`config.mk`:
```
export PLATFORM = sky130hd
export DESIGN_NAME = serializador
export DESIGN_NICKNAME = d
export VERILOG_FILES = /design/src/rtl/serializador.sv
export SDC_FILE = /design/constraint.sdc
export NUM_CORES = 1
export LEC_CHECK = 0
export CAP_MARGIN = 20
export CORE_MARGIN = 2
export CORE_UTILIZATION = 30
export DETAILED_ROUTE_END_ITERATION = 7
export PLACE_DENSITY_LB_ADDON = 0.08
export SYNTH_ARGS = -nofsm -noshare
export SYNTH_HDL_FRONTEND = slang
export SYNTH_SLANG_ARGS = --single-unit
```
`constraint.sdc`:
```
create_clock -name clk_100KHz -period 2.3 [get_ports clk_100KHz]
set_input_delay 0.46 -clock clk_100KHz [delete_from_list [all_inputs] [get_ports clk_100KHz]]
set_output_delay 0.46 -clock clk_100KHz [all_outputs]
set_load 0.1 [all_outputs]
```
`src/rtl/serializador.sv`:
```
// Byte-to-bit serializer: 4-entry byte FIFO feeding an MSB-first
// strobed bit stream with downstream back-pressure.
`timescale 1ns/1ps
module serializador (
  input  logic       clk_100KHz,
  input  logic       reset,
  input  logic [7:0] data_in,
  input  logic       valid_in,
  output logic       ready_out,
  input  logic       status_in,
  output logic       data_out,
  output logic       write_out,
  output logic       busy_out,
  output logic [2:0] fifo_count
);

  typedef enum logic [1:0] {
    IDLE,
    SEND,
    GAP
  } state_t;

  state_t     state;
  logic [7:0] mem [4];
  logic [1:0] wr_ptr;
  logic [1:0] rd_ptr;
  logic [7:0] shift;
  logic [2:0] bit_idx;
  logic [7:0] head;
  logic       push;
  logic       pop;
  logic [2:0] count_nxt;

  assign head = mem[rd_ptr];

  // Push is refused when full, even if a pop happens in the same cycle
  always_comb begin
    push      = valid_in && (fifo_count != 3'd4);
    pop       = (state == IDLE) && (fifo_count != 3'd0) && !status_in;
    count_nxt = fifo_count;
    if (push && !pop)
      count_nxt = fifo_count + 3'd1;
    else if (!push && pop)
      count_nxt = fifo_count - 3'd1;
  end

  // Storage array; contents need no reset since the pointers guard them
  always_ff @(posedge clk_100KHz) begin
    if (push)
      mem[wr_ptr] <= data_in;
  end

  // Pointers, occupancy and registered ready flag
  always_ff @(posedge clk_100KHz) begin
    if (reset) begin
      wr_ptr     <= 2'd0;
      rd_ptr     <= 2'd0;
      fifo_count <= 3'd0;
      ready_out  <= 1'b1;
    end else begin
      if (push)
        wr_ptr <= wr_ptr + 2'd1;
      if (pop)
        rd_ptr <= rd_ptr + 2'd1;
      fifo_count <= count_nxt;
      ready_out  <= (count_nxt != 3'd4);
    end
  end

  // Bit sequencer: one strobe cycle, then at least one gap cycle per bit
  always_ff @(posedge clk_100KHz) begin
    if (reset) begin
      state     <= IDLE;
      shift     <= 8'd0;
      bit_idx   <= 3'd0;
      write_out <= 1'b0;
      data_out  <= 1'b0;
      busy_out  <= 1'b0;
    end else begin
      unique case (state)
        IDLE: begin
          if (pop) begin
            shift     <= head;
            bit_idx   <= 3'd7;
            write_out <= 1'b1;
            data_out  <= head[7];
            busy_out  <= 1'b1;
            state     <= SEND;
          end
        end
        SEND: begin
          write_out <= 1'b0;
          data_out  <= shift[7];
          state     <= GAP;
        end
        GAP: begin
          if (bit_idx == 3'd0) begin
            busy_out <= 1'b0;
            state    <= IDLE;
          end else if (!status_in) begin
            shift     <= {shift[6:0], 1'b0};
            bit_idx   <= bit_idx - 3'd1;
            write_out <= 1'b1;
            data_out  <= shift[6];
            state     <= SEND;
          end
        end
        default: begin
          write_out <= 1'b0;
          busy_out  <= 1'b0;
          state     <= IDLE;
        end
      endcase
    end
  end

endmodule
```
==> results of run 1 <==
Yosys cell counts, types with 3 or more instances:
master	number
a211oi_1	11
mux4_2	8
o21ai_0	6
inv_1	13
clkbuf_1	4
and2_2	4
o211ai_1	3
mux2i_1	7
o21a_1	3
nor2_1	7
nand3_1	6
edfxtp_1	32
ha_1	13
dfxtp_1	26
nand2_1	7
nor3_1	5
nand2b_1	3
a21oi_1	18
kinds of logic (layout without fill, tap and decap cells):
logic type	after synthesis	count (layout)
xor gates and xnor gates	2	2
and+or+nand+nor	43	43
adders and majority gates	13	13
buffers and inverters	23	62
AOI/OAI and AO/OA	57	57
DFF	58	58
muxes	15	15
final cells by class:
class / instances / area, um^2 / share of cell area
sequential: 58 / 1490 / 0.456
multi-input combinational: 130 / 1090 / 0.334
inverter: 13 / 48.8 / 0.0149
timing repair buffer: 33 / 275 / 0.0842
clock buffer: 9 / 124 / 0.0379
clock inverter: 7 / 103 / 0.0314
tap: 108 / 135 / 0.0413
per-layer routing:
| layer | vias up | routed length [um] | share of wire |
|---|---|---|---|
| met4 | 0 | 76 | 0.013 |
| met5 | - | 0 | 0 |
| met1 | 834 | 2690 | 0.48 |
| li1 | 861 | - | - |
| met3 | 7 | 219 | 0.039 |
| met2 | 27 | 2650 | 0.47 |
state kept, by name, summed over array words and instances (netlist names), named ones only:
register / cells
bit_idx: 3
data_out: 1
busy_out: 1
fifo_count: 3
wr_ptr: 2
state: 2
shift: 8
mem: 32
rd_ptr: 2
write_out: 1
ready_out: 1
worst max-delay path by stage:
stage                        from   endpoint  slack [ns]  cells past startpoint
global route        fifo_count[0]  ready_out        0.19                      6
finish              fifo_count[0]  ready_out        0.30                      6
CTS                 fifo_count[0]  ready_out        0.31                      6
floorplan           fifo_count[0]  ready_out        0.08                      6
global placement         valid_in  ready_out         0.1                      5
detailed placement       valid_in  ready_out        0.08                      5
per-stage QoR:
| step | instance area, um^2 | util |
|---|---|---|
| 6_report | 3270 | 0.377 |
| 4_1_cts | 3270 | 0.377 |
| 3_5_place_dp | 3040 | 0.350 |
| 2_1_floorplan | 2680 | - |
| 5_1_grt | 3270 | 0.377 |
| 3_3_place_gp | 3040 | 0.350 |
worst max-delay path: cells and delay by family, from the launching register on:
family | cells | cell delay [ns]
and+or+nand+nor | 2 | 0.55
buffers and inverters | 1 | 0.07
adders and majority gates | 1 | 0.26
AOI/OAI and AO/OA | 2 | 0.61
DFF | 1 | 0.39
where the power goes:
part | internal (uW) | leakage (uW) | switching [uW]
combinational | 584 | 0.000583 | 923
clock | 619 | 0.000110 | 457
sequential | 1290 | 0.000509 | 144
==> summary.txt, run 1 <==
Outcome
  – Outcome: finished, final reports clean

STA
  – Worst-Margin Slew: around 0.56 ns
  – Setup TNS Final: 0 ns
  – Fmax: ~500 MHz
  – Final WS setup: 0.302 ns
  – Tcrit/Tclk final: 0.869
  – Final Skew: 0.00925 ns
  – RSZ-0062 raised after global routing: false
  – Final hold vios: 0
  – Final setup fails: 0
  – Fin Hold WS: 0.496 ns
  – Slew HR: 0.629
  – Slew Viols, Final: 0
  – Minimum clock period: ~2.0 ns

Floorplan
  – Starting Density: 0.308
  – Core Box Area: ~8700 um^2
  – Die height: between 90 and 100 um
  – Ports: 19
  – Die W: a little under 100 um
  – Die footprint: between 9000 and 10000 um^2
  – Core Rows: 34

Power
  – Worst vdd ir: between 300 and 400 uV
  – Final Power: around 4000 uW
  – Leak: 0.00120 uW
  – Cell area power density: approximately 1200 nW/um^2

Clock network
  – Total CTS buffers: 9
  – CTS clock-pin slew for the worst setup and hold paths: 0.07 ns
  – CTS sink count: between 50 and 60
  – # hold bufs at CTS: 0
  – Root Buffer: clkbuf_8
  – Post-CTS Repair Setup Buffers: 0
  – Max clock buf depth: 2
  – # H-tree levels: 3
  – CTS tree: done
  – Worst skew pair latency: between 0.3 and 0.4 ns
  – Post-CTS Resized: 0

Worst setup path
  – Critical R2R Launch: fifo_count[0]
  – Slowest CP cell: or4_1
  – R2R depth: 6
  – Worst r2r dst: ready_out
  – CP arrival: 2.22 ns
  – Crit path cell chain: inv_1 > ha_1 > a21boi_4 > nor3_2 > or4_1 > a2111o_1
  – CP Launch Type: flip-flop
  – Worst EP required: roughly 2.5 ns
  – Crit end category: flip-flop
  – Biggest cell delay along the critical path: 0.46 ns
  – Crit-path max FO: 8
  – R2R Setup Slk: between 0.3 and 0.4 ns
  – Worst Setup Path Type: flip-flop to flip-flop

Synthesis
  – Post-Syn Area per Cell: around 13 um^2
  – Sequential area share after synthesis: 0.554
  – Adder-Cell Fraction of Synth Area: 0.0608
  – Synth async-reset ratio: 0
  – Synthesis-stage register bit count: 58
  – Main synth FF type: edfxtp_1
  – Yosys top cell area share: 0.359
  – Post-Synth Simple-Gate Area: 0.0931
  – Mapped Cells: roughly 210
  – EDFF count, synth: 32
  – Yosys warning total: 0
  – Synth Area in Compound Gates: 0.154
  – Mapped Area: about 2700 um^2
  – Synth Area in XOR/XNOR: 0.00655
  – Syn Nets: ~240
  – Largest family of logic cells by synthesized area: compound AO/OA/AOI/OAI gates
  – Yosys top cell by area: edfxtp_1
  – Synth area leaders: edfxtp_1 (36%), dfxtp_1 (19%), mux4_2 (6.7%)
  – Count of cell types in the netlist: 48
  – Mux contribution to synthesized area: 0.0936

Placement
  – PortBufs: 18
  – Gpl congestion: ~0.71
  – Cell Count Post-Placement: between 300 and 400
  – Hpwl dp: 3.82 mm
  – Worst slack at placement: 0.0783 ns

Global routing
  – GRT overflow: 0
  – Met3 usage: 0.0437
  – Number of global-route vias before repair: between 1.5k and 2k
  – All-layer global routing usage: 0.129
  – M1 GR Usage: 0.162
  – Initial antenna violation count: 0
  – Routing usage on met2: 0.206
  – Gr busiest metal: met2
  – First-pass GRT wire length: around 9.6 mm
  – Largest net degree at the start of global routing: 13

Worst hold path
  – Worst hold path depth: 2
  – Min-Delay Endpoint: wr_ptr[0]
  – Min-Delay Path Class: flip-flop to flip-flop
  – Hold Crit Start: wr_ptr[0]

Final layout
  – Most common cell after layout, fill and taps aside: edfxtp_1
  – Finished Layout Cells: approximately 360
  – Commonest non-fill, non-tap cells in the layout: edfxtp_1 (32), dfxtp_1 (23), buf_4 (22), a21oi_1 (18)
  – Antenna Cells: 0
  – Area grow syn2layout: 22.2%
  – Filler cells: just under 900
  – Layout cells sized above 1: 0.256
  – Final net count: 270

Routing
  – Final WL: between 5 and 6 mm
  – Pre-Repair DR Iteration Count: 4
  – Final ANT Viol Nets: 0
  – DR vias: around 1.7k
  – 1st-iter DRT viols: 54
  – Routed WL per cell: approximately 16 um
  – DRC viols: 0
  – Vias/cell: ~4.8

Job
  – Number of max-cap violations: 0
No activity file was read; power rests on OpenSTA's default activity.
==> inputs of run 2 (changes only) <==
Settings changed: HOLD_SLACK_MARGIN set to 0.05.
==> results of run 2 <==
Final layout, timing and power as in run 1 (identical DEF).
